`src/rtl/uart_fifo_ahb.sv`:
```
// AHB-lite UART: runtime divisor, 5..8 data bits, optional parity, TX/RX FIFOs, sticky flags, level irqs.
// Zero-wait-state slave; a push into a full FIFO is dropped and raises the matching sticky flag.

module uart_fifo_ahb_fifo #(
  parameter int WIDTH = 8,
  parameter int DEPTH = 8
) (
  input  logic             clk,
  input  logic             rst_n,
  input  logic             push_i,
  input  logic [WIDTH-1:0] push_dat_i,
  input  logic             pop_i,
  output logic [WIDTH-1:0] head_dat_o,
  output logic             full_o,
  output logic             empty_o
);
  localparam int AW = $clog2(DEPTH);

  logic [WIDTH-1:0] mem_q [DEPTH];
  logic [AW-1:0]    wr_ptr_q, rd_ptr_q;
  logic [AW:0]      cnt_q;
  logic             do_push, do_pop;

  assign full_o     = (cnt_q == (AW+1)'(DEPTH));
  assign empty_o    = (cnt_q == '0);
  assign do_push    = push_i && !full_o;
  assign do_pop     = pop_i && !empty_o;
  assign head_dat_o = mem_q[rd_ptr_q];

  always_ff @(posedge clk or negedge rst_n) begin
    if (!rst_n) begin
      wr_ptr_q <= '0;
      rd_ptr_q <= '0;
      cnt_q    <= '0;
    end else begin
      if (do_push) wr_ptr_q <= wr_ptr_q + 1'b1;
      if (do_pop)  rd_ptr_q <= rd_ptr_q + 1'b1;
      case ({do_push, do_pop})
        2'b10:   cnt_q <= cnt_q + 1'b1;
        2'b01:   cnt_q <= cnt_q - 1'b1;
        default: cnt_q <= cnt_q;
      endcase
    end
  end

  always_ff @(posedge clk) begin
    if (do_push) mem_q[wr_ptr_q] <= push_dat_i;
  end
endmodule

module uart_fifo_ahb #(
  parameter int WORD_WIDTH  = 32,
  parameter int FIFO_DEPTH  = 8,
  parameter int DATA_BITS   = 8,
  parameter int DEFAULT_DIV = 434
) (
  input  logic                  clk,
  input  logic                  rst_n,
  input  logic                  HSELx,
  input  logic [WORD_WIDTH-1:0] HADDR,
  input  logic                  HWRITE,
  input  logic [2:0]            HSIZE,
  input  logic [1:0]            HTRANS,
  input  logic [WORD_WIDTH-1:0] HWDATA,
  output logic [WORD_WIDTH-1:0] HRDATA,
  output logic                  HREADY,
  output logic [1:0]            HRESP,
  input  logic                  RX,
  output logic                  TX,
  output logic                  irq_tx,
  output logic                  irq_rx
);
  localparam logic [2:0] S_IDLE   = 3'd0;
  localparam logic [2:0] S_START  = 3'd1;
  localparam logic [2:0] S_DATA   = 3'd2;
  localparam logic [2:0] S_PARITY = 3'd3;
  localparam logic [2:0] S_STOP   = 3'd4;
  localparam logic [2:0] LAST_BIT = 3'(DATA_BITS - 1);

  logic       acc_vld_q, acc_wr_q;
  logic [1:0] acc_addr_q;
  logic       wr_data, wr_status, wr_ctrl, wr_div, rd_data;
  logic [3:0] ctrl_q;
  logic [15:0] div_q;
  logic       rx_ovr_q, par_err_q, frm_err_q, tx_ovf_q;
  logic       rx_ovr_d, par_err_d, frm_err_d, tx_ovf_d;
  logic       irq_tx_q, irq_rx_q;
  logic [8:0] status;

  logic                 tx_full, tx_empty, tx_pop;
  logic [DATA_BITS-1:0] tx_head;
  logic                 rx_full, rx_empty;
  logic [DATA_BITS-1:0] rx_head;

  logic unused_bits;
  assign unused_bits = ^{HSIZE, HADDR[WORD_WIDTH-1:4], HADDR[1:0], HWDATA[WORD_WIDTH-1:16]};

  assign HREADY = 1'b1;
  assign HRESP  = 2'b00;

  always_ff @(posedge clk or negedge rst_n) begin
    if (!rst_n) begin
      acc_vld_q  <= 1'b0;
      acc_wr_q   <= 1'b0;
      acc_addr_q <= 2'd0;
    end else begin
      acc_vld_q  <= HSELx && HTRANS[1];
      acc_wr_q   <= HWRITE;
      acc_addr_q <= HADDR[3:2];
    end
  end

  assign wr_data   = acc_vld_q && acc_wr_q && (acc_addr_q == 2'd0);
  assign wr_status = acc_vld_q && acc_wr_q && (acc_addr_q == 2'd1);
  assign wr_ctrl   = acc_vld_q && acc_wr_q && (acc_addr_q == 2'd2);
  assign wr_div    = acc_vld_q && acc_wr_q && (acc_addr_q == 2'd3);
  assign rd_data   = acc_vld_q && !acc_wr_q && (acc_addr_q == 2'd0);

  // TX state machine
  logic [2:0]           tx_state_q, tx_state_d;
  logic [15:0]          tx_cnt_q, tx_cnt_d, tx_div_q, tx_div_d;
  logic [DATA_BITS-1:0] tx_shift_q, tx_shift_d;
  logic [2:0]           tx_bit_q, tx_bit_d;
  logic                 tx_par_q, tx_par_d, tx_paren_q, tx_paren_d;
  logic                 tx_q, tx_d, tx_last, tx_busy;

  assign tx_busy = (tx_state_q != S_IDLE);
  assign TX      = tx_q;

  always_comb begin
    tx_state_d = tx_state_q;
    tx_cnt_d   = tx_cnt_q;
    tx_div_d   = tx_div_q;
    tx_shift_d = tx_shift_q;
    tx_bit_d   = tx_bit_q;
    tx_par_d   = tx_par_q;
    tx_paren_d = tx_paren_q;
    tx_pop     = 1'b0;
    tx_last    = (tx_cnt_q == tx_div_q - 16'd1);
    if (tx_state_q != S_IDLE) tx_cnt_d = tx_last ? 16'd0 : tx_cnt_q + 16'd1;
    case (tx_state_q)
      S_IDLE:  ;
      S_START: if (tx_last) begin
        tx_state_d = S_DATA;
        tx_bit_d   = 3'd0;
      end
      S_DATA: if (tx_last) begin
        tx_shift_d = tx_shift_q >> 1;
        tx_bit_d   = tx_bit_q + 3'd1;
        if (tx_bit_q == LAST_BIT) tx_state_d = tx_paren_q ? S_PARITY : S_STOP;
      end
      S_PARITY: if (tx_last) tx_state_d = S_STOP;
      S_STOP:   if (tx_last) tx_state_d = S_IDLE;
      default:  tx_state_d = S_IDLE;
    endcase
    // Frame start (from idle or straight out of a stop bit) latches divisor and parity mode.
    if (!tx_empty && (tx_state_q == S_IDLE || (tx_state_q == S_STOP && tx_last))) begin
      tx_pop     = 1'b1;
      tx_state_d = S_START;
      tx_cnt_d   = 16'd0;
      tx_shift_d = tx_head;
      tx_div_d   = div_q;
      tx_paren_d = ctrl_q[0];
      tx_par_d   = (^tx_head) ^ ctrl_q[1];
    end
    case (tx_state_d)
      S_START:  tx_d = 1'b0;
      S_DATA:   tx_d = tx_shift_d[0];
      S_PARITY: tx_d = tx_par_d;
      default:  tx_d = 1'b1;
    endcase
  end

  always_ff @(posedge clk or negedge rst_n) begin
    if (!rst_n) begin
      tx_state_q <= S_IDLE;
      tx_cnt_q   <= 16'd0;
      tx_div_q   <= 16'(DEFAULT_DIV);
      tx_shift_q <= '0;
      tx_bit_q   <= 3'd0;
      tx_par_q   <= 1'b0;
      tx_paren_q <= 1'b0;
      tx_q       <= 1'b1;
    end else begin
      tx_state_q <= tx_state_d;
      tx_cnt_q   <= tx_cnt_d;
      tx_div_q   <= tx_div_d;
      tx_shift_q <= tx_shift_d;
      tx_bit_q   <= tx_bit_d;
      tx_par_q   <= tx_par_d;
      tx_paren_q <= tx_paren_d;
      tx_q       <= tx_d;
    end
  end

  // RX path: two-flop synchronizer plus one more stage for falling-edge detection
  logic                 rx_s1_q, rx_s2_q, rx_s3_q;
  logic [2:0]           rx_state_q, rx_state_d;
  logic [15:0]          rx_cnt_q, rx_cnt_d, rx_div_q, rx_div_d;
  logic [DATA_BITS-1:0] rx_shift_q, rx_shift_d;
  logic [2:0]           rx_bit_q, rx_bit_d;
  logic                 rx_paren_q, rx_paren_d, rx_parodd_q, rx_parodd_d;
  logic                 rx_push_q, rx_push_d, rx_last, par_set, frm_set;

  always_comb begin
    rx_state_d  = rx_state_q;
    rx_cnt_d    = rx_cnt_q + 16'd1;
    rx_div_d    = rx_div_q;
    rx_shift_d  = rx_shift_q;
    rx_bit_d    = rx_bit_q;
    rx_paren_d  = rx_paren_q;
    rx_parodd_d = rx_parodd_q;
    rx_push_d   = 1'b0;
    par_set     = 1'b0;
    frm_set     = 1'b0;
    rx_last     = (rx_cnt_q == rx_div_q - 16'd1);
    case (rx_state_q)
      S_IDLE: begin
        rx_cnt_d = 16'd0;
        if (rx_s3_q && !rx_s2_q) begin
          rx_state_d  = S_START;
          rx_div_d    = div_q;
          rx_paren_d  = ctrl_q[0];
          rx_parodd_d = ctrl_q[1];
        end
      end
      S_START: if (rx_cnt_q == (rx_div_q >> 1) - 16'd1) begin
        rx_cnt_d   = 16'd0;
        rx_bit_d   = 3'd0;
        rx_state_d = rx_s2_q ? S_IDLE : S_DATA;
      end
      S_DATA: if (rx_last) begin
        rx_cnt_d   = 16'd0;
        rx_shift_d = {rx_s2_q, rx_shift_q[DATA_BITS-1:1]};
        rx_bit_d   = rx_bit_q + 3'd1;
        if (rx_bit_q == LAST_BIT) rx_state_d = rx_paren_q ? S_PARITY : S_STOP;
      end
      S_PARITY: if (rx_last) begin
        rx_cnt_d   = 16'd0;
        par_set    = (rx_s2_q != ((^rx_shift_q) ^ rx_parodd_q));
        rx_state_d = S_STOP;
      end
      S_STOP: if (rx_last) begin
        rx_state_d = S_IDLE;
        rx_push_d  = rx_s2_q;
        frm_set    = !rx_s2_q;
      end
      default: rx_state_d = S_IDLE;
    endcase
  end

  always_ff @(posedge clk or negedge rst_n) begin
    if (!rst_n) begin
      rx_s1_q     <= 1'b1;
      rx_s2_q     <= 1'b1;
      rx_s3_q     <= 1'b1;
      rx_state_q  <= S_IDLE;
      rx_cnt_q    <= 16'd0;
      rx_div_q    <= 16'(DEFAULT_DIV);
      rx_shift_q  <= '0;
      rx_bit_q    <= 3'd0;
      rx_paren_q  <= 1'b0;
      rx_parodd_q <= 1'b0;
      rx_push_q   <= 1'b0;
    end else begin
      rx_s1_q     <= RX;
      rx_s2_q     <= rx_s1_q;
      rx_s3_q     <= rx_s2_q;
      rx_state_q  <= rx_state_d;
      rx_cnt_q    <= rx_cnt_d;
      rx_div_q    <= rx_div_d;
      rx_shift_q  <= rx_shift_d;
      rx_bit_q    <= rx_bit_d;
      rx_paren_q  <= rx_paren_d;
      rx_parodd_q <= rx_parodd_d;
      rx_push_q   <= rx_push_d;
    end
  end

  uart_fifo_ahb_fifo #(.WIDTH(DATA_BITS), .DEPTH(FIFO_DEPTH)) u_tx_fifo (
    .clk(clk), .rst_n(rst_n),
    .push_i(wr_data), .push_dat_i(HWDATA[DATA_BITS-1:0]), .pop_i(tx_pop),
    .head_dat_o(tx_head), .full_o(tx_full), .empty_o(tx_empty)
  );

  uart_fifo_ahb_fifo #(.WIDTH(DATA_BITS), .DEPTH(FIFO_DEPTH)) u_rx_fifo (
    .clk(clk), .rst_n(rst_n),
    .push_i(rx_push_q), .push_dat_i(rx_shift_q), .pop_i(rd_data),
    .head_dat_o(rx_head), .full_o(rx_full), .empty_o(rx_empty)
  );

  // Sticky flags: a same-cycle set overrides a write-1-to-clear.
  always_comb begin
    rx_ovr_d  = (rx_ovr_q  && !(wr_status && HWDATA[5])) || (rx_push_q && rx_full);
    par_err_d = (par_err_q && !(wr_status && HWDATA[6])) || par_set;
    frm_err_d = (frm_err_q && !(wr_status && HWDATA[7])) || frm_set;
    tx_ovf_d  = (tx_ovf_q  && !(wr_status && HWDATA[8])) || (wr_data && tx_full);
  end

  always_ff @(posedge clk or negedge rst_n) begin
    if (!rst_n) begin
      ctrl_q    <= 4'd0;
      div_q     <= 16'(DEFAULT_DIV);
      rx_ovr_q  <= 1'b0;
      par_err_q <= 1'b0;
      frm_err_q <= 1'b0;
      tx_ovf_q  <= 1'b0;
      irq_tx_q  <= 1'b0;
      irq_rx_q  <= 1'b0;
    end else begin
      if (wr_ctrl) ctrl_q <= HWDATA[3:0];
      if (wr_div)  div_q  <= (HWDATA[15:0] < 16'd16) ? 16'd16 : HWDATA[15:0];
      rx_ovr_q  <= rx_ovr_d;
      par_err_q <= par_err_d;
      frm_err_q <= frm_err_d;
      tx_ovf_q  <= tx_ovf_d;
      irq_tx_q  <= ctrl_q[2] && tx_empty && !tx_busy;
      irq_rx_q  <= ctrl_q[3] && (!rx_empty || par_err_q || frm_err_q || rx_ovr_q);
    end
  end

  assign irq_tx = irq_tx_q;
  assign irq_rx = irq_rx_q;
  assign status = {tx_ovf_q, frm_err_q, par_err_q, rx_ovr_q, tx_busy,
                   rx_empty, rx_full, tx_empty, tx_full};

  always_comb begin
    HRDATA = '0;
    if (acc_vld_q && !acc_wr_q) begin
      case (acc_addr_q)
        2'd0:    if (!rx_empty) HRDATA[DATA_BITS-1:0] = rx_head;
        2'd1:    HRDATA[8:0]  = status;
        2'd2:    HRDATA[3:0]  = ctrl_q;
        default: HRDATA[15:0] = div_q;
      endcase
    end
  end
endmodule

```
`config.mk`:
```
export PLATFORM = sky130hd
export DESIGN_NAME = uart_fifo_ahb
export DESIGN_NICKNAME = d
export VERILOG_FILES = /design/src/rtl/uart_fifo_ahb.sv
export SDC_FILE = /design/constraint.sdc
export NUM_CORES = 1
export LEC_CHECK = 0
export ABC_CLOCK_PERIOD_IN_PS = 7800
export BUFFER_PORTS_ARGS = -buffer_cell sky130_fd_sc_hd__buf_2
export CAP_MARGIN = 20
export CORE_MARGIN = 2
export CORE_UTILIZATION = 55
export DETAILED_ROUTE_END_ITERATION = 8
export GPL_TIMING_DRIVEN = 0
export PLACE_DENSITY = 0.74
export SYNTH_ARGS = -nofsm -noshare
export SYNTH_HDL_FRONTEND = slang
export SYNTH_SLANG_ARGS = --single-unit
export TNS_END_PERCENT = 1
```
`constraint.sdc`:
```
create_clock -name clk -period 7.8 [get_ports clk]
set_input_delay 1.56 -clock clk [delete_from_list [all_inputs] [get_ports clk]]
set_output_delay 1.56 -clock clk [all_outputs]
set_load 0.1 [all_outputs]
```
==> results.cfg, run 1 <==
[power_and_ir_drop]
p_comb_frac = 0.306
swShare = 0.329
pwr-share-clk = 0.276
p_int_mw = 3.20
ir_drop_v = 0.000212
p_sw_mw = 1.57
leakagePower_nw = 6.05
power_density_mw_per_mm2 = 310
power_frac_seq = 0.418
power.total_mw = 4.77

[cells_and_area]
drive_above_1_share = 0.204
antenna_cells = 0
multi_input_area_mm2 = 0.00570
regArea_mm2 = 0.00765
syn2layout_area_growth_pct = 12.1
nets = 1291
utilization = 0.630
fill_cells = 1875
instances_no_fill = 1541

[hold_path]
holdPathStages = 0
min-delay-path-class = flip-flop to flip-flop
min_from = rx_s1_q
whs_endpoint = rx_s2_q

[die]
die_h_um = 162
coreArea_mm2 = 0.0244
dieArea_mm2 = 0.0262
floorplan.initialDensity = 0.562
rows = 57
die_w_um = 162
io_pins = 112

[cts]
hold_buffers = 0
cts.sinks = 279
cts_buffers = 29
ctsResizeCount = 0
cts_setup_buffers = 0
insertion_delay_ns = 0.55
cts_tree = yes
cts_root_buf = clkbuf_16
h-tree-depth = 1
path_clk_slew_ns = 0.06
max-clock-path-buffers = 3

[timing]
final.setup_skew_ns = 0.0221
rsz0062_at_grt = no
fin_crit_sh = 0.673
worst_pin_slew_ns = 1.01
setup_tns_ns = 0
hold_viol = 0
max_freq_mhz = 190
finalSetupViolCount = 0
hold_slack_ns = 0.355
slew_headroom = 0.308
post-route-min-period_ns = 5.25
finalMaxSlewViolations = 0

[yosys]
yosys_warnings = 0
yosys.area_share.adder = 0.0212
ys_seq_area_frac = 0.558
yosys-mux-area-fraction = 0.126
synth_top_area_cell = edfxtp_1
ys_ff_latch = 279
synth-compound-area-share = 0.0720
synth.area.top_cells = edfxtp_1, dfrtp_1, mux2_2, mux4_2, xnor2_1
synth_ff_type = dfrtp_1
synth-async-reset-ratio = 0.541
synth_xor_xnor_area_share = 0.0677
synthTopCellsByCount = dfrtp_1, edfxtp_1, nand2_1, nor2_1, mux2_2
yosys.cell_count.top_type = dfrtp_1
syn_inst = 1099
synth_area_mm2 = 0.0137
synth_cell_types = 73
synth_top_area_frac = 0.280
synth-simple-area-share = 0.124
synth_top_family_by_area = multiplexers
synth_edf_count = 128
syn_area_per_cell_um2 = 12.5

[placed_design]
dp_hpwl_um = 19900
place.gp.congestion = 0.844
dp.cells = 1487
port_buffers = 42

[worst_setup_path]
reg2reg_depth = 15
cp_data_required_time_ns = 6.24
worst_setup_path_start_kind = flip-flop
crit_chain = clkbuf_1 -> buf_1 -> mux4_2 -> mux2_2 -> a22oi_1 -> nor2_1 -> buf_2
critical-path-max-stage-delay_ns = 0.75
worstReg2RegStart = tx_div_q[2]
reg2reg_slack_ns = 3.28
worstPathMaxFanout = 10
reg2reg_to = u_tx_fifo.cnt_q[3]
worst_setup_path_end_kind = output port
slowest_stage = buf_1
crit_type = flip-flop to output port
arrival_ns = 3.69

[route]
avgViaCountPerCell = 5.77
final_antenna_net_count = 0
dr.first_iter.drc_count = 684
first_pass_iters = 5
wl_um = 28700
dr_total_vias = 8893
drc = 0
avgRoutedWirePerCell_um = 18.6

[global_route]
grt_start_max_net_pins = 99
grt_overflow = 0
grt_pass1_vias = 8658
grt_usage = 0.222
grt_pass1_wl_um = 46300
antenna_found_initial = 0

[job]
maxCapViolations = 0

[outcome]
outcome = completed
power groups by stage:
stage / sequential [mW] / combinational (mW) / clock, mW
floorplan: 1.95 / 1.17 / 0
global placement: 2.01 / 1.41 / 0
detailed placement: 2.01 / 1.45 / 0
CTS: 1.99 / 1.46 / 1.34
global route: 2.03 / 1.61 / 1.40
finish: 1.99 / 1.46 / 1.32
stage by stage:
step	area, um^2	setup WS [ns]
finish	15400	2.55
CTS	15400	2.45
floorplan	13800	2.92
global route	15400	2.30
detailed placement	14500	3.06
global placement	14400	2.89
cell type report:
type,count,share of cell area
Inverter,25,0.00611
Sequential cell,279,0.497
Clock buffer,44,0.0548
Tap cell,324,0.0264
Timing Repair Buffer,48,0.0180
Buffer,66,0.0219
Multi-Input combinational cell,746,0.371
Clock inverter,9,0.00456
worst max-delay path by stage:
| stage | start | to | slack, ns | cells past startpoint |
|---|---|---|---|---|
| floorplan | u_rx_fifo.rd_ptr_q[0] | HRDATA[0] | 2.92 | 6 |
| global route | u_rx_fifo.rd_ptr_q[0] | HRDATA[7] | 2.30 | 7 |
| finish | u_rx_fifo.rd_ptr_q[0] | HRDATA[7] | 2.55 | 7 |
| detailed placement | u_rx_fifo.rd_ptr_q[0] | HRDATA[7] | 3.06 | 7 |
| global placement | rst_n | irq_tx | 2.89 | 1 |
| CTS | u_rx_fifo.rd_ptr_q[0] | HRDATA[7] | 2.45 | 7 |
critical path: cells and delay by family (launching register included):
| family | cells | cell delay [ns] |
|---|---|---|
| compound gates | 1 | 0.21 |
| buf+inv | 3 | 1.58 |
| flops | 1 | 0.36 |
| mux | 2 | 0.89 |
| simple gates | 1 | 0.10 |
flip-flops by register name, indices dropped and copies added, names as in the netlist, 8 cells and up:
register	flops
div_q	16
rx_cnt_q	16
rx_div_q	16
rx_shift_q	8
tx_cnt_q	16
tx_div_q	16
tx_shift_q	8
u_rx_fifo.mem_q	64
u_tx_fifo.mem_q	64
logic make-up (layout without fill, tap and decap cells):
kind of cell | after synthesis | count (layout)
xor gates and xnor gates | 106 | 106
and+or+nand+nor | 332 | 332
buffers and inverters | 91 | 192
DFF | 279 | 279
adders and majority gates | 22 | 22
muxes | 128 | 128
other | 2 | 19
AOI/OAI and AO/OA | 139 | 139
layer usage:
layer  track usage  wire length, um
met1         0.329            13300
met2         0.351            13200
met3        0.0306             1540
met5             0                0
met4        0.0555              638
cells in the final DEF (no fill, tap or decap), types with 11 or more instances in the layout:
cell type  netlist  layout
nor4_1          16      16
and3_1          13      13
nor3_1          31      31
edfxtp_1       128     128
inv_1           25      25
mux4_2          28      28
ha_1            20      20
clkbuf_1        37      46
clkbuf_16        0      29
a22o_1          11      11
conb_1           2      19
and2_1          13      13
dfstp_2         19      19
mux2i_1         30      30
nor2_1          75      75
buf_2            5      48
xor2_1          45      45
buf_4           20      23
a21oi_1         18      18
xnor2_1         61      61
nand2_1         75      75
nand3_1         29      29
mux2_2          69      69
o21ai_0         31      31
nand2b_1        15      15
dfrtp_1        132     132
Note: power is estimated with default switching activity, not from simulation.
==> run 2: changes to the inputs <==
ABC_AREA = 1   (was not set)
ABC_CLOCK_PERIOD_IN_PS = 4930   (was 7800)
clock period = 4.93 ns   (was 7.8 ns; I/O delays follow)
==> run 2 against run 1 <==
  * Utilization down 1.1 points
  * First-iteration DRC count up 26%
  * Sequential share of layout area down 1.8 points
  * Global-route usage up 2.5 points
  * Routed wire length up 15%
  * Count of clock-buffer cells in the layout down 6
  * Via count up 23%
  * Cell area up 3.8%
  * Die area up 4.2%
  * Combinational power up 94%
  * Critical endpoint is now HRDATA[2]
==> results.cfg, run 2 <==
[yosys]
synth_xor_xnor_area_share = 0.0643
synth-compound-area-share = 0.0864
synth_top_family_by_area = simple AND/OR/NAND/NOR gates
synth.area.top_cells = edfxtp_1, dfrtp_1, nand2_1, inv_1, nor2_1
synthTopCellsByCount = nand2_1, inv_1, nor2_1, dfrtp_1, edfxtp_1
synth_top_area_frac = 0.269
yosys.cell_count.top_type = nand2_1
ys_ff_latch = 279
synth-async-reset-ratio = 0.541
synth_edf_count = 128
synth_ff_type = dfrtp_1
ys_seq_area_frac = 0.535
syn_inst = 1588
yosys_warnings = 0
yosys-mux-area-fraction = 0.0106
synth_area_mm2 = 0.0143
synth_top_area_cell = edfxtp_1
syn_area_per_cell_um2 = 9.01
synth-simple-area-share = 0.212
synth_cell_types = 55
yosys.area_share.adder = 0.0203

[outcome]
outcome = completed

[worst_setup_path]
worstPathMaxFanout = 10
cp_data_required_time_ns = 3.94
cpMostUsedCell = clkbuf_1
critical-path-max-stage-delay_ns = 0.57
slowest_stage = clkbuf_1
path_delay_family = buffers and inverters
path_buf_inv = 3
worst_setup_path_start_kind = flip-flop
worst_setup_path_end_kind = output port
crit_type = flip-flop to output port
arrival_ns = 3.38
crit_chain = clkbuf_1 -> clkbuf_1 -> o21ai_0 -> o221ai_1 -> nand3_1 -> a221oi_1 -> buf_2

[cts]
h-tree-depth = 1
cts_setup_buffers = 0
ctsResizeCount = 0
cts_buffers = 28
max-clock-path-buffers = 3
insertion_delay_ns = 0.55
cts.sinks = 279
cts_root_buf = clkbuf_16
path_clk_slew_ns = 0.06
hold_buffers = 0
cts_tree = yes

[route]
dr.first_iter.drc_count = 864
wl_um = 33000
drc = 0
avgRoutedWirePerCell_um = 16.2
first_pass_iters = 5
final_antenna_net_count = 0
dr_total_vias = 10946
avgViaCountPerCell = 5.37

[cells_and_area]
syn2layout_area_growth_pct = 11.5
layout_common_cells = nand2_1, inv_1, nor2_1
drive_above_1_share = 0.108
antenna_cells = 0
nets = 1776
layout_commonest_cell = nand2_1
instances_no_fill = 2037
fin_area_mm2 = 0.0159
reg.largest.list = u_rx_fifo.mem_q x64, u_tx_fifo.mem_q x64

[placed_design]
dp_hpwl_um = 24000
place.gp.congestion = 0.889
preCtsSetupSlack_ns = 1.22
port_buffers = 42
dpl_cell_area_mm2 = 0.0150
dp.cells = 1985

[timing]
post-route-min-period_ns = 4.36
hold_viol = 0
worst_pin_slew_ns = 0.937
slew_headroom = 0.370
rsz0062_at_grt = no
setup_tns_ns = 0
finalMaxSlewViolations = 0
hold_slack_ns = 0.354
final.setup_skew_ns = 0.0107
fin_ws_ns = 0.566
max_freq_mhz = 229
fin_crit_sh = 0.885
finalSetupViolCount = 0

[die]
io_pins = 112
die_w_um = 165
coreArea_mm2 = 0.0258
dieArea_mm2 = 0.0273
rows = 59
die_h_um = 165
floorplan.initialDensity = 0.555

[power_and_ir_drop]
ir_drop_v = 0.000304
leakagePower_nw = 6.93
power_density_mw_per_mm2 = 507

[global_route]
grt_overflow = 0
grt_start_max_net_pins = 91
grt_pass1_vias = 10243
antenna_found_initial = 0
grt_usage = 0.248
grt_pass1_wl_um = 52800

[hold_path]
min-delay-path-class = flip-flop to flip-flop

[job]
maxCapViolations = 0
==> run 2: kinds of logic (layout without fill, tap and decap cells) <==
group | after synthesis | count (layout)
simple gates | 708 | 708
compound gates | 215 | 215
fa+ha+maj | 22 | 22
xor+xnor | 105 | 105
mux | 15 | 15
flops | 279 | 279
other cells | 2 | 19
buf+inv | 242 | 339
==> run 2: through the flow <==
step                total power, mW   util
floorplan                      5.31      -
detailed placement             6.00  0.584
CTS                            8.10  0.619
global placement               5.90  0.582
global route                   8.61  0.619
finish                         8.08  0.619
==> run 2: metal layers <==
layer / up-vias / track usage / share of wire
met5: - / 0 / 0
met4: 0 / 0.0779 / 0.032
met3: 63 / 0.0312 / 0.060
met2: 299 / 0.417 / 0.48
met1: 5199 / 0.336 / 0.43
li1: 5385 / - / -
==> run 2: cell type report <==
cell class / count / area [um^2]
fill: 2118 / 9820
sequential: 279 / 7650
multi-input combinational: 1084 / 5700
clock buffer: 38 / 798
inverter: 176 / 662
tap: 335 / 419
buffer: 66 / 355
timing repair buffer: 45 / 254
clock inverter: 14 / 110
==> run 2: path summary, 6_finish.rpt <==
kind / slack [ns] / end / depth (start not counted) / from
max: 0.57 / HRDATA[2] / 7 / u_rx_fifo.rd_ptr_q[0]
min: 0.35 / rx_s2_q / 0 / rx_s1_q
max reg2reg: 1.38 / u_tx_fifo.cnt_q[3] / 21 / tx_div_q[0]
min reg2reg: 0.35 / rx_s2_q / 0 / rx_s1_q
max in group asynchronous: 3.65 / rx_s1_q / 2 / rst_n
min in group asynchronous: 0.42 / tx_cnt_q[10] / 1 / rst_n
==> run 2: worst reg2reg max path, stage by stage (launching register included) <==
cell      delay (ns)
dfrtp_1         0.44
inv_2           0.12
ha_1            0.21
nand3_2         0.16
nor2_4          0.21
nand3b_1        0.10
nand2_1         0.06
nand2_1         0.08
nor3_4          0.38
nand2_4         0.14
nand2_4         0.10
nand2_4         0.09
clkinv_2        0.13
ha_1            0.23
ha_1            0.28
nand2_1         0.07
nor2_1          0.04
a211oi_1        0.23
nor2_1          0.07
nor2_1          0.09
nand2_1         0.06
xor2_1          0.14
==> run 2: power by group <==
part / leakage (nW) / total (mW) / internal, mW / switching [mW]
combinational: 3.44 / 2.83 / 0.976 / 1.86
sequential: 3.03 / 3.15 / 2.80 / 0.351
clock: 0.460 / 2.10 / 1.19 / 0.905
total: 6.93 / 8.08 / 4.97 / 3.11
